**config.mk**
```make
export PLATFORM = sky130hd
export DESIGN_NAME = mips_instr_fetch_flat
export DESIGN_NICKNAME = d
export VERILOG_FILES = /design/src/rtl/mips_instr_fetch_if.sv /design/src/rtl/mips_instr_fetch.sv /design/src/flat_wrapper.sv
export SDC_FILE = /design/constraint.sdc
export NUM_CORES = 1
export LEC_CHECK = 0
export ABC_AREA = 1
export CAP_MARGIN = 10
export CORE_MARGIN = 2
export CORE_UTILIZATION = 30
export DETAILED_ROUTE_END_ITERATION = 7
export SETUP_SLACK_MARGIN = 0.4
export SLEW_MARGIN = 10
export SYNTH_ARGS = -nofsm -noshare
export SYNTH_HDL_FRONTEND = slang
export SYNTH_SLANG_ARGS = --single-unit
```
**constraint.sdc**
```tcl
create_clock -name clk -period 6.05 [get_ports clk]
set_input_delay 1.815 -clock clk [delete_from_list [all_inputs] [get_ports clk]]
set_output_delay 1.815 -clock clk [all_outputs]
set_load 0.01 [all_outputs]
```
**src/rtl/mips_instr_fetch_if.sv**
```systemverilog
// mips_instr_fetch_if: bundle between the fetch sequencer and its environment
// (decoder, instruction memory, pipeline control).
//   master : the fetch unit (drives PC, gated instruction, link, status)
//   slave  : the environment (drives enables, redirect request, read data)
interface mips_instr_fetch_if;
    logic        clk_enable;
    logic        stall;
    logic        redirect_valid;
    logic [31:0] redirect_target;
    logic [31:0] instr_readdata;
    logic [31:0] instr_address;
    logic [31:0] instr_word;
    logic [31:0] link_address;
    logic        in_delay_slot;
    logic        active;
    logic [31:0] retired_count;
    logic        fetch_fault;

    modport master (
        input  clk_enable, stall, redirect_valid, redirect_target, instr_readdata,
        output instr_address, instr_word, link_address, in_delay_slot, active,
               retired_count, fetch_fault
    );

    modport slave (
        output clk_enable, stall, redirect_valid, redirect_target, instr_readdata,
        input  instr_address, instr_word, link_address, in_delay_slot, active,
               retired_count, fetch_fault
    );
endinterface

```
**src/rtl/mips_instr_fetch.sv**
```systemverilog
// mips_instr_fetch: PC / instruction-fetch sequencer with MIPS branch delay slot.
//   clk, reset (async, active-high) : plain ports
//   bus (mips_instr_fetch_if.master): enables, redirect request, instruction
//                                     memory port, link address, status
// States: RUN (sequential), DELAY (executing delay slot, target pending),
// HALT (fetched HALT_ADDRESS or faulted; left only by reset).
// Optional feature macro: FETCH_ALIGN_CHECK_EN -- a misaligned captured redirect
// target raises fetch_fault and halts instead of being silently word-aligned.
module mips_instr_fetch #(
    parameter logic [31:0] RESET_VECTOR = 32'hBFC00000,
    parameter logic [31:0] HALT_ADDRESS = 32'h00000000
) (
    input  logic              clk,
    input  logic              reset,
    mips_instr_fetch_if.master bus
);
    typedef enum logic [1:0] {S_RUN, S_DELAY, S_HALT} state_e;

    state_e      state_q, state_d;
    logic [31:0] pc_q, pc_d;
    logic [31:0] pending_q, pending_d;
    logic        active_q, active_d;
    logic [31:0] count_q, count_d;
`ifdef FETCH_ALIGN_CHECK_EN
    logic        fault_q, fault_d;
`endif

    logic        advance;
    logic        load_pc;
    logic [31:0] next_pc;

    assign advance = bus.clk_enable & ~bus.stall & (state_q != S_HALT);

    always_comb begin
        state_d   = state_q;
        pc_d      = pc_q;
        pending_d = pending_q;
        active_d  = active_q;
        count_d   = count_q;
`ifdef FETCH_ALIGN_CHECK_EN
        fault_d   = fault_q;
`endif
        next_pc   = pc_q + 32'd4;
        load_pc   = 1'b0;

        if (advance) begin
            count_d = count_q + 32'd1;
            load_pc = 1'b1;
            case (state_q)
                S_RUN: begin
                    // The branch itself completes; the delay slot is next.
                    if (bus.redirect_valid) begin
                        state_d = S_DELAY;
`ifdef FETCH_ALIGN_CHECK_EN
                        pending_d = bus.redirect_target;
`else
                        pending_d = bus.redirect_target & 32'hFFFF_FFFC;
`endif
                    end
                end
                S_DELAY: begin
                    // A redirect raised by the delay-slot instruction is dropped.
                    next_pc = pending_q;
                    state_d = S_RUN;
`ifdef FETCH_ALIGN_CHECK_EN
                    if (pending_q[1:0] != 2'b00) begin
                        load_pc  = 1'b0;
                        fault_d  = 1'b1;
                        state_d  = S_HALT;
                        active_d = 1'b0;
                    end
`endif
                end
                default: load_pc = 1'b0;
            endcase

            // Halting wins over a pending delay slot: the halt address is final.
            if (load_pc) begin
                pc_d = next_pc;
                if (next_pc == HALT_ADDRESS) begin
                    state_d  = S_HALT;
                    active_d = 1'b0;
                end
            end
        end
    end

    always_ff @(posedge clk or posedge reset) begin
        if (reset) begin
            state_q   <= S_RUN;
            pc_q      <= RESET_VECTOR;
            pending_q <= 32'h0;
            active_q  <= 1'b1;
            count_q   <= 32'h0;
`ifdef FETCH_ALIGN_CHECK_EN
            fault_q   <= 1'b0;
`endif
        end else begin
            state_q   <= state_d;
            pc_q      <= pc_d;
            pending_q <= pending_d;
            active_q  <= active_d;
            count_q   <= count_d;
`ifdef FETCH_ALIGN_CHECK_EN
            fault_q   <= fault_d;
`endif
        end
    end

    assign bus.instr_address = pc_q;
    assign bus.instr_word    = (state_q != S_HALT) ? bus.instr_readdata : 32'h0;
    assign bus.link_address  = pc_q + 32'd8;
    assign bus.in_delay_slot = (state_q == S_DELAY);
    assign bus.active        = active_q;
    assign bus.retired_count = count_q;
`ifdef FETCH_ALIGN_CHECK_EN
    assign bus.fetch_fault   = fault_q;
`else
    assign bus.fetch_fault   = 1'b0;
`endif
endmodule
```
**src/flat_wrapper.sv**
```systemverilog
// flat-port wrapper written by rule: the top's interface ports become plain ports
module mips_instr_fetch_flat 
#(
    parameter logic [31:0] RESET_VECTOR = 32'hBFC00000,
    parameter logic [31:0] HALT_ADDRESS = 32'h00000000
)
  (clk, reset, bus_clk_enable, bus_stall, bus_redirect_valid, bus_redirect_target, bus_instr_readdata, bus_instr_address, bus_instr_word, bus_link_address, bus_in_delay_slot, bus_active, bus_retired_count, bus_fetch_fault);
  mips_instr_fetch_if bus_i ();
  input  logic clk;
  input  logic reset;
  input wire logic [$bits(bus_i.clk_enable)-1:0] bus_clk_enable;
  input wire logic [$bits(bus_i.stall)-1:0] bus_stall;
  input wire logic [$bits(bus_i.redirect_valid)-1:0] bus_redirect_valid;
  input wire logic [$bits(bus_i.redirect_target)-1:0] bus_redirect_target;
  input wire logic [$bits(bus_i.instr_readdata)-1:0] bus_instr_readdata;
  output wire logic [$bits(bus_i.instr_address)-1:0] bus_instr_address;
  output wire logic [$bits(bus_i.instr_word)-1:0] bus_instr_word;
  output wire logic [$bits(bus_i.link_address)-1:0] bus_link_address;
  output wire logic [$bits(bus_i.in_delay_slot)-1:0] bus_in_delay_slot;
  output wire logic [$bits(bus_i.active)-1:0] bus_active;
  output wire logic [$bits(bus_i.retired_count)-1:0] bus_retired_count;
  output wire logic [$bits(bus_i.fetch_fault)-1:0] bus_fetch_fault;
  assign bus_i.clk_enable = bus_clk_enable;
  assign bus_i.stall = bus_stall;
  assign bus_i.redirect_valid = bus_redirect_valid;
  assign bus_i.redirect_target = bus_redirect_target;
  assign bus_i.instr_readdata = bus_instr_readdata;
  assign bus_instr_address = bus_i.instr_address;
  assign bus_instr_word = bus_i.instr_word;
  assign bus_link_address = bus_i.link_address;
  assign bus_in_delay_slot = bus_i.in_delay_slot;
  assign bus_active = bus_i.active;
  assign bus_retired_count = bus_i.retired_count;
  assign bus_fetch_fault = bus_i.fetch_fault;
  mips_instr_fetch #(.RESET_VECTOR(RESET_VECTOR), .HALT_ADDRESS(HALT_ADDRESS)) u_core (.clk(clk), .reset(reset), .bus(bus_i));
endmodule
```
==> reports/summary.md <==
During synthesis, Yosys emitted a total of 0 warnings. Of all nets on the critical path, the largest fanout is 7. In this run the biggest area consumer among cell types represents 35.71% of the synthesized area. Setup repair after global routing left no endpoint under its margin.

The count of TritonRoute iterations in the first routing pass was 4. Gates resized during post-CTS repair numbered 0. The standard cell core area is 20100 um^2.

For the pin with the worst max-slew slack, the measured transition is 1.011 ns. The hold-critical path depth was 2. After the flow finishes, the layout carries non-filler instances totaling 1322. Dividing total power by cell area gives a power density of 154.7 nW/um^2. Including well taps, the total number of placed cells is 1305. The maximum vdd drop was 0.1232 mV; the per-cell via count in the routed design was 4.514.

In this run, CTS created clock tree buffers numbering 9. In this run, synthesis produced a sequential element count of 97. The H-tree generated during clock tree synthesis spans 3 levels.

Synthesis produced a netlist with a net count of 933. The internal reg-to-reg setup slack was 2.87 ns; the post-detailed-route wirelength per cell was 13.97 um. The met1 capacity usage during global routing was 23.02%. For the global-route usage over all layers, the log shows 17.47%. The logs give 52 for the floorplan row count and 0 for the count of hold-fix buffers inserted at cts.

The share of layout cells above drive strength 1 is 8.088%, and the utilization of the core after routing is 42.91%. STA puts the critical path data arrival time at 3.06 ns. Maximum clock rate: 204.9 MHz. The tools report the startpoint type of the worst setup path as a flop. 200 I/O pins were placed. The number of synthesized flops with an enable pin came out at 0. Headroom to the max-slew limit came out at 32.55%.

For the max-capacitance violation count, the log shows 0. Measured in cells, the most critical reg-to-reg path has a length of 16. TritonCTS built the clock tree. The clock net in this run drives a total of 97 sinks. In this run the critical register-to-register path is launched from u_core.state_q[1]. The run gives 21480 um^2 as the overall die area. Initial core utilization: 30.33%.

The detail route stage leaves a number of antenna-violating nets equal to 0. The biggest area contributor in the post-synthesis netlist is sky130_fd_sc_hd__dfrtp_1. The startpoint identified for the worst hold timing path is u_core.bus.active.

The half-perimeter wire length of the detailed placement result was 14380 um; the global-route met2 utilization was 27.26%. Measured along the x axis, the die boundary spans 146.6 um. The critical path is of the flop to primary output type.

For the buffer count from post-CTS setup fixing, the log shows 0. In this run the worst hold path is classified as flop to flop. The top cell types in the final layout, fill and taps aside, are 295 x sky130_fd_sc_hd__nand2_1, 196 x sky130_fd_sc_hd__clkdlybuf4s50_1, 111 x sky130_fd_sc_hd__inv_1. The average size of a mapped cell came out at 7.081 um^2.

The initial antenna violation count came out at 3. The library cell used as clock root buffer is sky130_fd_sc_hd__clkbuf_16. The final layout contains 1118 nets. The post-synthesis cell area was 6097 um^2.

Buffers placed on the I/O ports in this run total 196. The number of different library cells used by synthesis comes to 35. The first global-routing pass estimated 29840 um of wire. Setup violations remaining at the end of the flow were counted as 0.

Entering global routing, the biggest net connects 77 pins. The run gives 5.344% as the global-route met3 utilization. The post-synthesis sequential area ratio was 40.02%.

The tools report the number of hold violations in the final report as 0. The cell count after synthesis was 861. The smallest clock period supported by the final layout is computed as 4.880 ns.

Clock network latency to the later pin of the worst-skew pair: 0.35 ns. In the synthesized netlist the async set-or-reset flop fraction comes to 100.0%. In this run the vertical extent of the chip is 146.6 um. STA classifies the critical path endpoint as a primary output. Summed over all failing endpoints, the final setup total negative slack is 0 ns. The layout overhead on the synthesized area came out at 41.47%. The tightest hold margin was 0.4542 ns; the total leakage power was 4.058 nW. Final routed DRC violation total: 0. Across the routed clock network, the largest skew measured is 0.009394 ns.

The endpoint identified for the worst register-to-register timing path is u_core.state_q[0]. The most used flip-flop cell after synthesis is sky130_fd_sc_hd__dfrtp_1. Most common library cell in the layout ignoring fill and taps: sky130_fd_sc_hd__nand2_1. The hold path endpoint is u_core.bus.active. After the first detailed-routing iteration, the DRC count stood at 258.

The congestion estimate from routability-driven global placement came to 0.8846. In the post-synthesis netlist, the biggest area contributors are sky130_fd_sc_hd__dfrtp_1 36%, sky130_fd_sc_hd__nand2_1 18%, sky130_fd_sc_hd__xor2_1 7.2%. Data on the critical path is required at its endpoint by 4.24 ns. The final layout contains routed wiring with a total length of 18470 um. The clock slew at the register clock pins of the worst setup and hold paths was 0.07 ns; the period utilization was 80.66%.

The run finished with clean final reports. The residual overflow from global routing is 0, and the total number of vias is 5968. The design draws 1.335 mW. The clock passes through at most 2 buffers. In this run the most used layer during global routing was met2. The tools report the final-report max-slew violation count as 0.

Via count of the first global-routing pass: 5662.
## area by class of cell
class                      count  area [um^2]
tap                          270        337.8
sequential                    97         2440
clock buffer                   9        225.2
inverter                     115        434.2
multi-input combinational    624         3107
timing repair buffer         199         1984
clock inverter                 7        95.09
antenna                        1        2.502
fill                        2063        11480
## through the flow
| step | setup slack, ns | cell area (um^2) |
|---|---|---|
| floorplan | 1.718 | 6097 |
| global placement | 1.170 | 8303 |
| detailed placement | 1.166 | 8303 |
| CTS | 1.106 | 8623 |
| global route | 0.9969 | 8623 |
| finish | 1.170 | 8626 |
## critical path, stage by stage (launching register included)
cell and delay, ns:
sky130_fd_sc_hd__dfrtp_1 0.48, sky130_fd_sc_hd__ha_1 0.38, sky130_fd_sc_hd__inv_1 0.15, sky130_fd_sc_hd__nor2_2 0.19, sky130_fd_sc_hd__nand2_2 0.15, sky130_fd_sc_hd__nor3_1 0.48, sky130_fd_sc_hd__nand2_1 0.13, sky130_fd_sc_hd__xor2_1 0.19
sky130_fd_sc_hd__clkdlybuf4s50_1 0.56
## registers in the layout, summed over array words and instances (netlist names)
name / flops
u_core.bus.retired_count: 32
u_core.state_q: 2
u_core.bus.instr_address: 32
u_core.bus.active: 1
u_core.pending_q: 30
## synth_stat cells (2+ instances only)
master and number:
sky130_fd_sc_hd__nand4_1 4, sky130_fd_sc_hd__xnor2_1 10, sky130_fd_sc_hd__nor3_1 13, sky130_fd_sc_hd__o21ai_2 2, sky130_fd_sc_hd__nor2_2 19, sky130_fd_sc_hd__nand3b_1 2, sky130_fd_sc_hd__nand2_1 295, sky130_fd_sc_hd__xor2_1 50
sky130_fd_sc_hd__nand3_1 53, sky130_fd_sc_hd__buf_2 7, sky130_fd_sc_hd__nor2_1 85, sky130_fd_sc_hd__dfrtp_1 87, sky130_fd_sc_hd__nor2_4 8, sky130_fd_sc_hd__nor3_4 2, sky130_fd_sc_hd__buf_4 5, sky130_fd_sc_hd__ha_1 3
sky130_fd_sc_hd__o21ai_1 5, sky130_fd_sc_hd__inv_1 112, sky130_fd_sc_hd__nand2_2 14, sky130_fd_sc_hd__clkinv_1 2, sky130_fd_sc_hd__nand2_4 3, sky130_fd_sc_hd__nor4_1 4, sky130_fd_sc_hd__o21ai_0 42, sky130_fd_sc_hd__clkbuf_1 10
sky130_fd_sc_hd__nand3_2 2, sky130_fd_sc_hd__buf_1 3, sky130_fd_sc_hd__a21boi_0 2, sky130_fd_sc_hd__dfstp_2 10
## layer usage
metal / share of wire (%) / vias to the layer above / wire (um)
met2: 44 / 213 / 8125
met1: 45 / 2720 / 8254
met4: 2.4 / 2 / 435
met3: 8.9 / 28 / 1640
met5: 0.070 / - / 13
li1: - / 3005 / -
## worst max-delay path by stage
| stage | startpoint | endpoint | slack, ns | depth (start not counted) |
|---|---|---|---|---|
| finish | u_core.bus.instr_address[4] | bus_link_address[31] | 1.17 | 8 |
| global route | u_core.bus.instr_address[5] | bus_link_address[28] | 1.0 | 9 |
| CTS | u_core.bus.instr_address[4] | bus_link_address[31] | 1.11 | 8 |
| detailed placement | bus_instr_readdata[30] | bus_instr_word[30] | 1.17 | 4 |
| global placement | bus_instr_readdata[26] | bus_instr_word[26] | 1.17 | 4 |
| floorplan | reset | u_core.bus.instr_address[0] | 1.72 | 1 |
## cell families after synthesis
| logic type | share of synthesized area [%] |
|---|---|
| other | 0.06150 |
| AOI/OAI and AO/OA | 4.576 |
| buffers and inverters | 9.070 |
| xor gates and xnor gates | 8.619 |
| adders and majority gates | 0.6157 |
| DFF | 40.02 |
| and+or+nand+nor | 37.04 |
## report_power, final
part	switching, mW	internal [mW]
Combinational	0.0229	0.0390
Clock	0.262	0.363
Sequential	0	0.648
Total	0.285	1.05
Note: power is estimated with default switching activity, not from simulation.
